`src/rtl/bsg_rx_if.sv`:
```
// rtl/bsg_rx_if.sv - register bus interface for the bsg_rx receiver
interface bsg_rx_if;
    logic [7:0] Data_in;
    logic [7:0] addr;
    logic       en;
    logic       we;
    logic [7:0] Data_out;

    modport master (output Data_in, addr, en, we, input Data_out);
    modport slave  (input Data_in, addr, en, we, output Data_out);
endinterface

```
`src/rtl/bsg_rx.sv`:
```
// rtl/bsg_rx.sv - Gray-coded symbol receiver with sync-byte lock, FIFO and register bus
module bsg_rx #(
    parameter int DEPTH   = 4,
    parameter int TIMEOUT = 255
) (
    input  logic       SYS_CLK,
    input  logic       SYS_RST_N,
    input  logic       RX_CLK_IN,
    input  logic [7:0] RX_IN,
    output logic       RX_INT,
    bsg_rx_if.slave    bus
);
    localparam int AW = (DEPTH > 1) ? $clog2(DEPTH) : 1;
    localparam int LW = AW + 1;
    localparam int CW = $clog2(TIMEOUT + 1);

    typedef enum logic [1:0] {S_OFF, S_HUNT, S_LOCK} state_t;

    state_t          r_state, w_state_nxt;
    logic            r_rxen, r_intmsk, r_intflag, r_ovr;
    logic [7:0]      r_sync;
    logic            r_sync1, r_sync2, r_hist;
    logic [7:0]      r_dec;
    logic            r_dec_vld;
    logic [CW-1:0]   r_idle;
    logic [7:0]      r_mem [DEPTH];
    logic [AW-1:0]   r_wptr, r_rptr;
    logic [LW-1:0]   r_level;

    logic       w_wr, w_rd, w_wr_ctrl, w_flush, w_edge;
    logic       w_empty, w_full, w_lock;
    logic       w_push_req, w_push, w_pop, w_ovr_set;
    logic [7:0] w_dec;

    assign w_wr      = bus.en & ~bus.we;
    assign w_rd      = bus.en & bus.we;
    assign w_wr_ctrl = w_wr & (bus.addr == 8'h00);
    assign w_flush   = w_wr_ctrl & ~bus.Data_in[0];
    assign w_edge    = r_sync2 & ~r_hist;
    assign w_empty   = (r_level == '0);
    assign w_full    = (r_level == LW'(DEPTH));
    assign w_lock    = (r_state == S_LOCK);

    assign w_push_req = w_lock & r_dec_vld & ~w_flush;
    assign w_pop      = w_rd & (bus.addr == 8'h01) & ~w_empty & ~w_flush;
    assign w_push     = w_push_req & (~w_full | w_pop);
    assign w_ovr_set  = w_push_req & w_full & ~w_pop;

    // Bit i of binary is the XOR of Gray bits i..7.
    always_comb begin
        w_dec = '0;
        for (int i = 0; i < 8; i++) begin
            w_dec[i] = ^(RX_IN >> i);
        end
    end

    always_comb begin
        w_state_nxt = r_state;
        if (!r_rxen) begin
            w_state_nxt = S_OFF;
        end else begin
            case (r_state)
                S_OFF:   w_state_nxt = S_HUNT;
                S_HUNT:  if (r_dec_vld && r_dec == r_sync) w_state_nxt = S_LOCK;
                S_LOCK:  if (r_idle == CW'(TIMEOUT)) w_state_nxt = S_HUNT;
                default: w_state_nxt = S_OFF;
            endcase
        end
    end

    always_ff @(posedge SYS_CLK or negedge SYS_RST_N) begin
        if (!SYS_RST_N) r_state <= S_OFF;
        else            r_state <= w_state_nxt;
    end

    always_ff @(posedge SYS_CLK or negedge SYS_RST_N) begin
        if (!SYS_RST_N) begin
            r_rxen    <= 1'b0;
            r_intmsk  <= 1'b0;
            r_intflag <= 1'b0;
            r_ovr     <= 1'b0;
            r_sync    <= 8'hD5;
        end else begin
            if (w_wr_ctrl) begin
                r_rxen   <= bus.Data_in[0];
                r_intmsk <= bus.Data_in[1];
            end
            // Hardware set wins over a same-cycle write-1-clear.
            if (w_push)                            r_intflag <= 1'b1;
            else if (w_wr_ctrl && bus.Data_in[2])  r_intflag <= 1'b0;
            if (w_ovr_set)                         r_ovr <= 1'b1;
            else if (w_wr_ctrl && bus.Data_in[3])  r_ovr <= 1'b0;
            if (w_wr && bus.addr == 8'h02)         r_sync <= bus.Data_in;
        end
    end

    always_ff @(posedge SYS_CLK or negedge SYS_RST_N) begin
        if (!SYS_RST_N) begin
            r_sync1   <= 1'b0;
            r_sync2   <= 1'b0;
            r_hist    <= 1'b0;
            r_dec     <= '0;
            r_dec_vld <= 1'b0;
            r_idle    <= '0;
        end else if (w_flush) begin
            r_sync1   <= 1'b0;
            r_sync2   <= 1'b0;
            r_hist    <= 1'b0;
            r_dec     <= '0;
            r_dec_vld <= 1'b0;
            r_idle    <= '0;
        end else begin
            r_sync1   <= RX_CLK_IN;
            r_sync2   <= r_sync1;
            r_hist    <= r_sync2;
            r_dec_vld <= w_edge & (r_state != S_OFF);
            if (w_edge) r_dec <= w_dec;
            if (!w_lock || w_edge)            r_idle <= '0;
            else if (r_idle != CW'(TIMEOUT))  r_idle <= r_idle + 1'b1;
        end
    end

    always_ff @(posedge SYS_CLK or negedge SYS_RST_N) begin
        if (!SYS_RST_N) begin
            r_wptr  <= '0;
            r_rptr  <= '0;
            r_level <= '0;
        end else if (w_flush) begin
            r_wptr  <= '0;
            r_rptr  <= '0;
            r_level <= '0;
        end else begin
            if (w_push) r_wptr <= r_wptr + 1'b1;
            if (w_pop)  r_rptr <= r_rptr + 1'b1;
            if (w_push && !w_pop)      r_level <= r_level + 1'b1;
            else if (!w_push && w_pop) r_level <= r_level - 1'b1;
        end
    end

    always_ff @(posedge SYS_CLK) begin
        if (w_push) r_mem[r_wptr] <= r_dec;
    end

    always_comb begin
        bus.Data_out = 8'h00;
        case (bus.addr)
            8'h00:   bus.Data_out = {2'b00, w_empty, w_lock, r_ovr, r_intflag, r_intmsk, r_rxen};
            8'h01:   if (!w_empty) bus.Data_out = r_mem[r_rptr];
            8'h02:   bus.Data_out = r_sync;
            8'h03:   bus.Data_out = 8'(r_level);
            default: bus.Data_out = 8'h00;
        endcase
    end

    assign RX_INT = r_intmsk & r_intflag;
endmodule
```
`src/flat_wrapper.sv`:
```
// flat-port wrapper written by rule: the top's interface ports become plain ports
module bsg_rx_flat 
#(
    parameter int DEPTH   = 4,
    parameter int TIMEOUT = 255
)
  (SYS_CLK, SYS_RST_N, RX_CLK_IN, RX_IN, RX_INT, bus_Data_in, bus_addr, bus_en, bus_we, bus_Data_out);
  bsg_rx_if bus_i ();
  input  logic SYS_CLK;
  input  logic SYS_RST_N;
  input  logic RX_CLK_IN;
  input  logic [7:0] RX_IN;
  output logic RX_INT;
  input wire logic [$bits(bus_i.Data_in)-1:0] bus_Data_in;
  input wire logic [$bits(bus_i.addr)-1:0] bus_addr;
  input wire logic [$bits(bus_i.en)-1:0] bus_en;
  input wire logic [$bits(bus_i.we)-1:0] bus_we;
  output wire logic [$bits(bus_i.Data_out)-1:0] bus_Data_out;
  assign bus_i.Data_in = bus_Data_in;
  assign bus_i.addr = bus_addr;
  assign bus_i.en = bus_en;
  assign bus_i.we = bus_we;
  assign bus_Data_out = bus_i.Data_out;
  bsg_rx #(.DEPTH(DEPTH), .TIMEOUT(TIMEOUT)) u_core (.SYS_CLK(SYS_CLK), .SYS_RST_N(SYS_RST_N), .RX_CLK_IN(RX_CLK_IN), .RX_IN(RX_IN), .RX_INT(RX_INT), .bus(bus_i));
endmodule
```
`config.mk`:
```
export PLATFORM = sky130hd
export DESIGN_NAME = bsg_rx_flat
export DESIGN_NICKNAME = d
export VERILOG_FILES = /design/src/rtl/bsg_rx_if.sv /design/src/rtl/bsg_rx.sv /design/src/flat_wrapper.sv
export SDC_FILE = /design/constraint.sdc
export NUM_CORES = 1
export LEC_CHECK = 0
export ABC_CLOCK_PERIOD_IN_PS = 3600
export BUFFER_PORTS_ARGS = -buffer_cell sky130_fd_sc_hd__clkbuf_2
export CAP_MARGIN = 20
export CORE_MARGIN = 2
export CORE_UTILIZATION = 40
export CTS_BUF_LIST = sky130_fd_sc_hd__clkbuf_8
export CTS_CLUSTER_DIAMETER = 120
export DETAILED_ROUTE_END_ITERATION = 10
export PLACE_DENSITY = 0.55
export SLEW_MARGIN = 20
export SYNTH_ARGS = -nofsm -noshare
export SYNTH_HDL_FRONTEND = slang
export SYNTH_SLANG_ARGS = --single-unit
```
`constraint.sdc`:
```
create_clock -name SYS_CLK -period 3.6 [get_ports SYS_CLK]
set_input_delay 0.54 -clock SYS_CLK [delete_from_list [all_inputs] [get_ports SYS_CLK]]
set_output_delay 0.54 -clock SYS_CLK [all_outputs]
set_load 0.01 [all_outputs]
```
### Word level (Yosys, flattened, before mapping)

Memories as Yosys holds them, arrays and structs flattened.
Index checks and enable logic that the tools add are counted.
Widths: inputs -> output; s select.

* flip-flop bits (word level): 41
* latch bits: 0
* bits in writable memories: 32
* ROM bits: 0
* memories: 1

Memory list
* u_core.r_mem: words 4, width 8, rd ports 1, clocked after memory_dff 0, wr ports 1, line bsg_rx.sv:26 `logic [7:0] r_mem [DEPTH];`

* add/sub/neg operators: 5
* multiply operators: 0
* div/mod/pow operators: 0
* $lt $le $gt $ge: 0
* equal/unequal tests: 11
* shift-type cells: 0
* muxes and demuxes: 28
* bitwise logic cells: 23
* reductions and logical operators: 30

Operators by type and width (count)
* $reduce_xor 8->1: 8
* $mux 8: 6
* $pmux 8 s4: 1
* $eq 8x2->1 const B: 2
* $and 1x1->1: 15
* $mux 2: 7
* $reduce_bool 2->1: 6
* $mux 1: 10
* $mux 3: 3
* $add 8x1->8 const B: 1
* $eq 8x1->1 const B: 1
* $eq 8x8->1: 1
* $eq 8x8->1 const B: 1
* $logic_not 8->1: 1
* $ne 8x8->1 const B: 1
* $not 1->1: 7
* $logic_and 1x1->1: 6
* $ne 3x3->1 const B: 2
* $pmux 2 s3: 1
* $reduce_bool 3->1: 2
* $add 2x1->2 const B: 2
* $add 3x1->3 const B: 1
* $eq 3x3->1 const B: 1
* $logic_not 1->1: 3
* other kinds (8): 8

### Logic depth before layout (Yosys ltp)

Gate-level depths: netlist of run 1.

* depth in word-level cells: 13
* depth in mapped cells: 11

### Worst setup path after synthesis of run 1

Ideal clock, no wire load.

* path kind: input-to-reg
* start point: input port bus_addr[3]
* end point: register u_core.r_level[2]
* arrival: 2446 ps
* data required time: 3479 ps
* setup slack: 1033 ps
* stages: 10
* path through: nor4_2 and4b_1 and2b_1 nor3_2 ha_1 fa_1 xnor2_1 nor2_1 xnor2_1 nor2_1

* cells in the longest elaborated chain, start to end: 10
* elaborated cells on any way between the ends: 18
* those cells by class: eq/ne (1); mux (2); bitwise (9); reduce/logical (6)

RTL lines
* start: declaration: line flat_wrapper.sv:15 `input wire logic [$bits(bus_i.addr)-1:0] bus_addr;`
* $logic_not 8->1: line bsg_rx.sv:37 `assign w_wr_ctrl = w_wr & (bus.addr == 8'h00);`
* $and 1x1->1: line bsg_rx.sv:37
* $and 1x1->1: line bsg_rx.sv:38 `assign w_flush = w_wr_ctrl & ~bus.Data_in[0];`
* $not 1->1: line bsg_rx.sv:44, bsg_rx.sv:45
* $and 1x1->1: line bsg_rx.sv:45 `assign w_pop = w_rd & (bus.addr == 8'h01) & ~w_empty & ~w_flush;`
* $or 1x1->1: line bsg_rx.sv:46 `assign w_push = w_push_req & (~w_full | w_pop);`
* $and 1x1->1 *: line bsg_rx.sv:46
* via u_core.w_push: line bsg_rx.sv:32 `logic w_push_req, w_push, w_pop, w_ovr_set;`
* $logic_and 1x1->1 / $logic_not 1->1 (equally long branches): line bsg_rx.sv:135, bsg_rx.sv:136
* $mux 3 / $logic_and 1x1->1 (equally long branches): line bsg_rx.sv:135, bsg_rx.sv:136
* $mux 3 / $reduce_bool 3->1 (equally long branches)
* end signal: assignment: line bsg_rx.sv:135 `if (w_push && !w_pop) r_level <= r_level + 1'b1;`
* end signal: assignment: line bsg_rx.sv:136 `else if (!w_push && w_pop) r_level <= r_level - 1'b1;`
* end: declaration: line bsg_rx.sv:28 `logic [LW-1:0] r_level;`

Mark *: on every way through the listed nets, which the timed path passes. The rest lies on a longest branch.
A chain may end at the register's enable or synchronous reset.

### Worst setup path in the final report of run 1

* start point: register u_core.r_rptr[0]
* end point: output port bus_Data_out[4]

* cells in the longest elaborated chain, start to end: 3

RTL lines
* start: declaration: line bsg_rx.sv:27 `logic [AW-1:0] r_wptr, r_rptr;`
* start signal: assignment: line bsg_rx.sv:134 `if (w_pop) r_rptr <= r_rptr + 1'b1;`
* $mem_v2 4x8
* $mux 8: line bsg_rx.sv:148 `8'h01: if (!w_empty) bus.Data_out = r_mem[r_rptr];`
* $pmux 8 s4: line bsg_rx.sv:146 `case (bus.addr)`
* end: declaration: line flat_wrapper.sv:18 `output wire logic [$bits(bus_i.Data_out)-1:0] bus_Data_out;`

No other way between the ends.

==> impl_metrics.env, run 1 <==
export IMPL_drive_gt1_share_pct=26.3
export IMPL_drt_first_pass_iters=4
export IMPL_max_stage_delay_ns=0.76
export IMPL_syn_cell_area_mm2=0.00348
export IMPL_fp_dieW_um=97.3
export IMPL_syn_avg_cell_area_um2=12.9
export IMPL_p_leak_uw=0.00157
export IMPL_cts_num_sinks=73
export IMPL_worstMarginPinSlew_ns=0.949
export IMPL_final_core_util_pct=46.0
export IMPL_cts_clk_slew_worst_paths_ns=0.08
export IMPL_fillCellCount=836
export IMPL_critPathRequiredTime_ns=3.06
export IMPL_ys_ff_latch=73
export IMPL_postRouteAntennaNets=0
export IMPL_async_flop_share_pct=56.2
export IMPL_met2_usage_pct=24.8
export IMPL_hold_class="primary input to async pin"
export IMPL_synth_cells=271
export IMPL_grt_use_met3_pct=3.67
export IMPL_setup_tns_ns=0
export IMPL_antenna_found_initial=0
export IMPL_cts_resized_gates=0
export IMPL_post_cts_setup_buffers=0
export IMPL_use_met1_pct=22.8
export IMPL_grt_ovfl_total=0
export IMPL_fin_crit_sh_pct=73.8
export IMPL_maxSlewHeadroom_pct=36.8
export IMPL_r2r_setup_slack_ns=1.22
export IMPL_fin_nets=346
export IMPL_synthFlopType="dfrtp_1"
export IMPL_fin_skew_ns=0.00833
export IMPL_yosysWarnings=0
export IMPL_arrival_ns=2.12
export IMPL_wl_per_cell_um=17.1
export IMPL_r2r_end="u_core.r_level[2]$_DFFE_PN0P_"
export IMPL_path_cells="mux4_2 -> a22o_1 -> clkbuf_2"
export IMPL_crit_family="flip-flops"
export IMPL_synth_nets=307
export IMPL_clk_latency_ns=0.34
export IMPL_endpoint_kind="primary output"
export IMPL_die_area_mm2=0.00947
export IMPL_power_density_mw_per_mm2=435
export IMPL_min_period_ns=2.66
export IMPL_dpl_hpwl_mm=5.17
export IMPL_core_mm2=0.00859
export IMPL_ir_drop_mv=0.175
export IMPL_drcViolationCount=0
export IMPL_rr_startpoint="u_core.r_level[0]$_DFFE_PN0P_"
export IMPL_synth_edf_count=32
export IMPL_drv_slew=0
export IMPL_grt_pass1_wl_mm=12.1
export IMPL_cts_root_buf="clkbuf_8"
export IMPL_hold_violations=0
export IMPL_syn_to_final_growth_pct=13.4
export IMPL_synth_seq_area_share_pct=57.2
export IMPL_dieHeight_um=97.3
export IMPL_max_cap_violations=0
export IMPL_drt_total_wl_mm=7.24
export IMPL_start_util_pct=40.5
export IMPL_io_pins=38
export IMPL_cts_htree_levels=3
export IMPL_rsz0062_at_grt="no"
export IMPL_num_antenna_cells=0
export IMPL_path_max_fanout=10
export IMPL_max_freq_mhz=376
export IMPL_grt_busiest_layer="met2"
export IMPL_ys_types=47
export IMPL_vias_per_cell=5.31
export IMPL_ctsHoldBuffers=0
export IMPL_grt_max_degree=42
export IMPL_vias=2245
export IMPL_rr_worst_depth=9
export IMPL_path_class="register to primary output"
export IMPL_finalPower_uw=1720
export IMPL_cp_start_kind="register"
export IMPL_track_usage_pct=16.7
export IMPL_cts_tree="yes"
export IMPL_rows=34
export IMPL_place_gp_congestion=0.797
export IMPL_clock_path_buffers=2
export IMPL_setup_viol_count_final=0
export IMPL_path_buf_inv=1
export IMPL_cpMaxStageDelayCell="dfrtp_1"
export IMPL_status="finished, final reports clean"
export IMPL_port_buffers=37
export IMPL_numCtsBuffers=9
export IMPL_drtIter0Drc=66
export IMPL_grt_pass1_vias=2291
## where the power goes
group,switching (uW),leakage (uW),internal [uW],total [uW]
Combinational,66.7,0.000685,76.2,143
Clock,296,0.0000877,312,608
Sequential,50.2,0.000795,919,969
Total,413,0.00157,1310,1720
## synth_stat cells (4+ instances only)
library cell	instances	area, um2
mux2_2	14	158
dfstp_2	5	131
buf_2	5	25.0
xnor2_1	17	149
ha_1	6	75.1
nand3_1	5	25.0
inv_1	4	15.0
nor2b_1	6	37.5
nand2_1	19	71.3
nand3b_1	4	30.0
nand4_1	4	25.0
nor2_1	28	105
a21oi_1	9	45.0
and2_1	7	43.8
dfrtp_1	36	901
o21ai_0	7	35.0
a211oi_1	4	30.0
and3_1	5	31.3
edfxtp_1	32	961
mux4_2	8	180
xor2_1	6	52.6
## state kept, by name (all words and copies together), names as in the netlist
name and count:
u_core.r_state 2, u_core.r_dec 8, u_core.r_sync1 1, u_core.r_idle 8
u_core.r_intflag 1, u_core.r_sync 8, u_core.r_hist 1, u_core.r_wptr 2
u_core.r_level 3, u_core.r_dec_vld 1, u_core.r_rxen 1, u_core.r_rptr 2
u_core.r_ovr 1, u_core.r_sync2 1, u_core.r_intmsk 1, u_core.r_mem 32
## cell usage in the layout (no fill, tap or decap), types with 5 or more instances in the layout
cell type and n:
nand3_1 5, xnor2_1 17, and2_1 7, a21oi_1 9
xor2_1 6, edfxtp_1 32, o21ai_0 7, nand2_1 19
mux4_2 8, clkbuf_2 36, dfstp_2 5, dfrtp_1 36
nor2_1 28, nor2b_1 6, ha_1 6, and3_1 5
mux2_2 14, clkbuf_8 9
## cell type report
| type | instances | area, um2 | area share, % |
|---|---|---|---|
| clock buffer | 9 | 124 | 3.14 |
| clock inverter | 7 | 61.3 | 1.55 |
| multi-input combinational | 184 | 1430 | 36.2 |
| tap | 108 | 135 | 3.42 |
| inverter | 4 | 15.0 | 0.380 |
| sequential | 73 | 1990 | 50.5 |
| timing repair buffer | 38 | 193 | 4.88 |
## worst reg2reg max path, delay by kind of cell, from the launching register on
family / cells / cell delay (ns)
and+or+nand+nor: 5 / 0.90
DFF: 1 / 0.44
adders and majority gates: 2 / 0.65
xor gates and xnor gates: 2 / 0.28
## worst max-delay path by stage
stage | from | to | slack [ns] | depth (start not counted)
floorplan | bus_addr[3] | u_core.r_level[2]$_DFFE_PN0P_ | 1.03 | 10
global placement | bus_addr[3] | u_core.r_level[2]$_DFFE_PN0P_ | 0.82 | 11
detailed placement | bus_addr[3] | u_core.r_level[2]$_DFFE_PN0P_ | 0.71 | 11
CTS | u_core.r_rptr[0]$_DFFE_PN0P_ | bus_Data_out[5] | 0.93 | 6
global route | u_core.r_rptr[0]$_DFFE_PN0P_ | bus_Data_out[5] | 0.81 | 6
finish | u_core.r_rptr[0]$_DFFE_PN0P_ | bus_Data_out[4] | 0.94 | 3
## metal layers
| metal | share of wire (%) | wire [um] | vias to the layer above |
|---|---|---|---|
| met4 | 3.2 | 235 | 0 |
| met1 | 45 | 3280 | 1100 |
| li1 | - | - | 1058 |
| met3 | 5.7 | 412 | 19 |
| met2 | 46 | 3310 | 68 |
| met5 | 0 | 0 | - |
## kinds of logic (layout without fill, tap and decap cells)
| family | after synthesis | after routing | share of synthesized area [%] |
|---|---|---|---|
| buffers and inverters | 14 | 58 | 1.80 |
| AOI/OAI and AO/OA | 35 | 35 | 6.61 |
| xor gates and xnor gates | 26 | 26 | 7.76 |
| DFF | 73 | 73 | 57.2 |
| and+or+nand+nor | 93 | 93 | 13.9 |
| adders and majority gates | 7 | 7 | 2.73 |
| muxes | 23 | 23 | 9.99 |
## through the flow
step                cells  setup WS (ns)  area, um2  hold WS, ns
floorplan             271           1.03       3480        0.244
detailed placement    407          0.714       3760        0.461
finish                423          0.942       3950        0.338
global placement      407          0.823       3760        0.447
CTS                   423          0.934       3950        0.408
global route          423          0.813       3950        0.410
(Power assumes the default switching activity.)
==> run 2, diff against run 1 <==
- ABC_CLOCK_PERIOD_IN_PS: 3600 -> 2700
- clock period: 3.6 -> 2.7 ns (I/O delays scaled with it)
==> run 2 against run 1 <==
Die area stayed put. Worst hold slack worse by 0.15 ns. Power rose by 27%. Combinational power is 37% higher.
==> impl_metrics.env, run 2 (same netlist as run 1, synthesis figures left out) <==
export IMPL_num_antenna_cells=0
export IMPL_final_core_util_pct=46.4
export IMPL_cts_clk_slew_worst_paths_ns=0.08
export IMPL_hold_violations=0
export IMPL_final_cell_mix="clkbuf_2 (36), dfrtp_1 (36), edfxtp_1 (32), nor2_1 (28), nand2_1 (19)"
export IMPL_core_mm2=0.00859
export IMPL_wl_per_cell_um=16.6
export IMPL_fillCellCount=794
export IMPL_fin_crit_sh_pct=88.4
export IMPL_clk_latency_ns=0.35
export IMPL_drtIter0Drc=104
export IMPL_status="finished, final reports clean"
export IMPL_vias_per_cell=5.16
export IMPL_cts_resized_gates=0
export IMPL_critPathRequiredTime_ns=2.30
export IMPL_path_class="register to primary output"
export IMPL_crit_path_start="u_core.r_level[0]$_DFFE_PN0P_"
export IMPL_rsz0062_at_grt="no"
export IMPL_path_max_fanout=8
export IMPL_track_usage_pct=16.9
export IMPL_io_pins=38
export IMPL_maxSlewHeadroom_pct=38.2
export IMPL_setup_tns_ns=0
export IMPL_drive_gt1_share_pct=28.1
export IMPL_largest_reg_flops=32
export IMPL_syn_to_final_growth_pct=14.5
export IMPL_hold_class="primary input to async pin"
export IMPL_dieHeight_um=97.3
export IMPL_clock_path_buffers=2
export IMPL_max_cap_violations=0
export IMPL_fin_skew_ns=0.0144
export IMPL_port_buffers=37
export IMPL_antenna_found_initial=0
export IMPL_drv_slew=0
export IMPL_ctsHoldBuffers=0
export IMPL_finalPower_uw=2180
export IMPL_p_leak_uw=0.00162
export IMPL_drt_total_wl_mm=7.18
export IMPL_die_area_mm2=0.00947
export IMPL_cts_htree_levels=3
export IMPL_cp_start_kind="register"
export IMPL_rr_startpoint="u_core.r_level[0]$_DFFE_PN0P_"
export IMPL_path_cells="or3_1 -> and4_1 -> buf_4 -> a32o_1 -> clkbuf_2"
export IMPL_place_area_mm2=0.00383
export IMPL_min_period_ns=2.39
export IMPL_power_density_mw_per_mm2=547
export IMPL_drcViolationCount=0
export IMPL_cts_num_sinks=73
export IMPL_numCtsBuffers=9
export IMPL_grt_ovfl_total=0
export IMPL_grt_pass1_vias=2339
export IMPL_vias=2228
export IMPL_ir_drop_mv=0.227
export IMPL_cts_root_buf="clkbuf_8"
export IMPL_postLayoutCellArea_mm2=0.00399
export IMPL_top_register="u_core.r_mem"
export IMPL_dpl_hpwl_mm=5.24
export IMPL_final_cells=432
export IMPL_place_gp_congestion=0.818
export IMPL_endpoint_kind="primary output"
export IMPL_cpMaxStageDelayCell="dfrtp_1"
export IMPL_max_freq_mhz=419
export IMPL_place_inst=416
export IMPL_grt_pass1_wl_mm=12.4
export IMPL_cts_tree="yes"
export IMPL_max_stage_delay_ns=0.44
export IMPL_fin_nets=355
export IMPL_setup_viol_count_final=0
export IMPL_start_util_pct=40.5
export IMPL_grt_max_degree=42
export IMPL_postRouteAntennaNets=0
export IMPL_worstMarginPinSlew_ns=0.927
export IMPL_rows=34
export IMPL_fp_dieW_um=97.3
export IMPL_post_cts_setup_buffers=0
export IMPL_drt_first_pass_iters=4
export IMPL_arrival_ns=1.98
==> run 2: final timing paths <==
path | endpoint | slack (ns) | cells past startpoint
worst max-delay path | bus_Data_out[6] | 0.31 | 5
worst min-delay path | u_core.r_sync[5]$_DFFE_PN0P_ | 0.19 | 1
worst max register to register | u_core.r_level[1]$_DFFE_PN0P_ | 0.57 | 8
worst min register to register | u_core.r_sync2$_DFF_PN0_ | 0.47 | 1
max in group asynchronous | u_core.r_dec[0]$_DFFE_PN0P_ | 1.92 | 1
min in group SYS_CLK | u_core.r_sync1$_DFF_PN0_ | 0.29 | 2
==> run 2: where the power goes <==
part	leakage [uW]	internal, uW	switching (uW)
Clock	0.0000940	317	377
Sequential	0.000795	1230	65.1
Combinational	0.000734	104	92.0
Total	0.00162	1650	534
==> run 2: critical path: cells and delay by family (launching register included) <==
| kind | cells | cell delay [ns] |
|---|---|---|
| compound gates | 1 | 0.24 |
| buf+inv | 2 | 0.30 |
| simple gates | 2 | 0.66 |
| flops | 1 | 0.44 |
==> run 2: layer usage <==
metal  wire length, um  GRT usage [%]  vias to the layer above
met2              3390           26.2                       58
met3               350           4.03                       11
met4               133           6.73                        0
li1                  -              -                     1076
met5                 0              0                        -
met1              3300           23.3                     1083
==> run 2: final cells by class <==
type                            instances  area [um2]  area share (%)
Timing Repair Buffer                   47         260            6.53
Inverter                                4        15.0           0.377
Clock buffer                            9         124            3.11
Multi-Input combinational cell        184        1430            35.8
Tap cell                              108         135            3.39
Sequential cell                        73        1990            50.0
Clock inverter                          7        32.5           0.816
==> run 2: metrics by stage <==
step	setup slack (ns)	hold slack, ns
5_1_grt	0.224	0.269
3_5_place_dp	0.252	0.452
2_1_floorplan	0.268	0.109
6_report	0.314	0.186
3_3_place_gp	0.258	0.448
4_1_cts	0.305	0.264
==> run 3, diff against run 2 <==
--- a/config.mk
+++ b/config.mk
@@ -14,5 +14,5 @@
 export CTS_CLUSTER_DIAMETER = 120
 export DETAILED_ROUTE_END_ITERATION = 10
-export PLACE_DENSITY = 0.55
+export PLACE_DENSITY_LB_ADDON = 0.15
 export SLEW_MARGIN = 20
 export SYNTH_ARGS = -nofsm -noshare
==> constraint.sdc (replaced) <==
create_clock -name SYS_CLK -period 2.7 [get_ports SYS_CLK]
set_input_delay 0.27 -clock SYS_CLK [delete_from_list [all_inputs] [get_ports SYS_CLK]]
set_output_delay 0.27 -clock SYS_CLK [all_outputs]
set_load 0.01 [all_outputs]
==> run 3 against run 2 <==
Setup slack better by 0.039 ns. Sequential share of layout area is 0.60 points lower. Clock power is 34% higher. Worst hold slack worse by 0.052 ns. Clock skew hardly changed. Combinational power about the same. Critical endpoint is now bus_Data_out[5].
==> impl_metrics.env, run 3 (same netlist as run 1, synthesis figures left out) <==
export IMPL_status="finished, final reports clean"
export IMPL_endpoint_kind="primary output"
export IMPL_dieHeight_um=97.3
export IMPL_fin_nets=354
export IMPL_cts_clk_slew_worst_paths_ns=0.09
export IMPL_final_common_cell="clkbuf_2"
export IMPL_cts_resized_gates=0
export IMPL_max_stage_delay_ns=0.71
export IMPL_finalPower_uw=2410
export IMPL_num_antenna_cells=0
export IMPL_clock_path_buffers=2
export IMPL_netSwitchingFraction_pct=23.7
export IMPL_postRouteAntennaNets=0
export IMPL_path_cells="mux4_2 -> nand3_1 -> o21ai_0 -> nand2b_1 -> a21oi_1 -> clkbuf_2"
export IMPL_dpl_hpwl_mm=5.08
export IMPL_cts_tree="yes"
export IMPL_min_period_ns=2.35
export IMPL_rsz0062_at_grt="no"
export IMPL_place_area_mm2=0.00382
export IMPL_drt_total_wl_mm=7.10
export IMPL_io_pins=38
export IMPL_cts_root_buf="clkbuf_8"
export IMPL_clk_latency_ns=0.36
export IMPL_power_switching_uw=571
export IMPL_hold_violations=0
export IMPL_die_area_mm2=0.00947
export IMPL_vias=2208
export IMPL_rows=34
export IMPL_numCtsBuffers=9
export IMPL_ctsHoldBuffers=1
export IMPL_path_max_fanout=9
export IMPL_drt_first_pass_iters=4
export IMPL_grt_ovfl_total=0
export IMPL_combinationalPowerShare_pct=8.0
export IMPL_postLayoutCellArea_mm2=0.00404
export IMPL_rr_startpoint="u_core.r_level[0]$_DFFE_PN0P_"
export IMPL_grt_max_degree=42
export IMPL_whs_ns=0.135
export IMPL_ir_drop_mv=0.329
export IMPL_fin_crit_sh_pct=86.9
export IMPL_antenna_found_initial=0
export IMPL_port_buffers=37
export IMPL_cts_num_sinks=73
export IMPL_final_cell_mix="clkbuf_2 (37), dfrtp_1 (36), edfxtp_1 (32), nor2_1 (28), nand2_1 (19)"
export IMPL_cp_start_kind="register"
export IMPL_cts_htree_levels=3
export IMPL_p_int_uw=1840
export IMPL_syn_to_final_growth_pct=15.9
export IMPL_drcViolationCount=0
export IMPL_grt_pass1_wl_mm=11.8
export IMPL_fp_dieW_um=97.3
export IMPL_hp_start="RX_CLK_IN"
export IMPL_vias_per_cell=5.12
export IMPL_place_gp_congestion=0.786
export IMPL_max_freq_mhz=426
export IMPL_post_cts_setup_buffers=0
export IMPL_maxSlewHeadroom_pct=45.0
export IMPL_start_util_pct=40.5
export IMPL_setup_viol_count_final=0
export IMPL_core_mm2=0.00859
export IMPL_fin_skew_ns=0.0146
export IMPL_drtIter0Drc=75
export IMPL_hold_class="primary input to register"
export IMPL_arrival_ns=2.08
export IMPL_worstMarginPinSlew_ns=0.824
export IMPL_power_density_mw_per_mm2=598
export IMPL_crit_path_start="u_core.r_rptr[0]$_DFFE_PN0P_"
export IMPL_p_leak_uw=0.00163
export IMPL_max_cap_violations=0
export IMPL_setup_tns_ns=0
export IMPL_top_register="u_core.r_mem"
export IMPL_largest_reg_flops=32
export IMPL_path_class="register to primary output"
export IMPL_pwr_share_clk_pct=38.6
export IMPL_drv_slew=0
export IMPL_grt_pass1_vias=2218
export IMPL_drive_gt1_share_pct=28.5
export IMPL_dp_slack_ns=0.297
export IMPL_seq_power_share_pct=53.4
export IMPL_setup_ws_ns=0.354
export IMPL_critPathRequiredTime_ns=2.43
export IMPL_track_usage_pct=16.4
export IMPL_wl_per_cell_um=16.5
export IMPL_cpMaxStageDelayCell="dfrtp_1"
-- run 3: cell types whose count changed in the layout (fill, tap and decap cells not counted), sizes merged --
cell / delta
buf: -3
bufinv: +2
clkbuf: +1
clkinv: +1
dlygate4sd3: +1
inv: -3
-- run 3: power by group through the flow --
stage          clock network, uW  logic (uW)  registers, uW
2_1_floorplan                  0         140           1280
3_3_place_gp                   0         193           1310
3_5_place_dp                   0         196           1310
4_1_cts                      954         198           1290
5_1_grt                     1010         220           1300
6_report                     930         193           1290
-- run 3: area by class of cell --
type | instances | area [um2]
Clock buffer | 9 | 124
Clock inverter | 7 | 86.3
Fill cell | 814 | 4560
Inverter | 4 | 15.0
Multi-Input combinational cell | 184 | 1430
Sequential cell | 73 | 1990
Tap cell | 108 | 135
Timing Repair Buffer | 46 | 255
-- run 3: stage by stage --
step,util (%),std cells
2_1_floorplan,-,271
3_3_place_gp,44.4,414
3_5_place_dp,44.4,414
4_1_cts,47.0,431
5_1_grt,47.0,431
6_report,47.0,431
-- run 3: final timing paths --
path,end,slack (ns),cells after the start
worst max-delay path,bus_Data_out[5],0.35,6
worst min-delay path,u_core.r_sync1$_DFF_PN0_,0.13,2
worst max register to register,u_core.r_level[1]$_DFFE_PN0P_,0.57,8
worst min register to register,u_core.r_sync2$_DFF_PN0_,0.47,1
max in group asynchronous,u_core.r_sync[0]$_DFFE_PN1P_,1.79,3
min in group asynchronous,u_core.r_rptr[0]$_DFFE_PN0P_,0.51,3
-- run 3: routing by layer --
metal  track usage, %  part of all wire [%]
met1             22.5                    47
met2             25.2                    45
met3             4.32                   6.1
met4             6.41                   1.8
met5                0                     0
-- run 3: worst max-delay path: cells and delay by family (launching register included) --
kind	cells	cell delay, ns
flip-flops	1	0.71
AO/OA/AOI/OAI	2	0.14
AND/OR/NAND/NOR	2	0.17
buffers and inverters	1	0.13
multiplexers	1	0.58
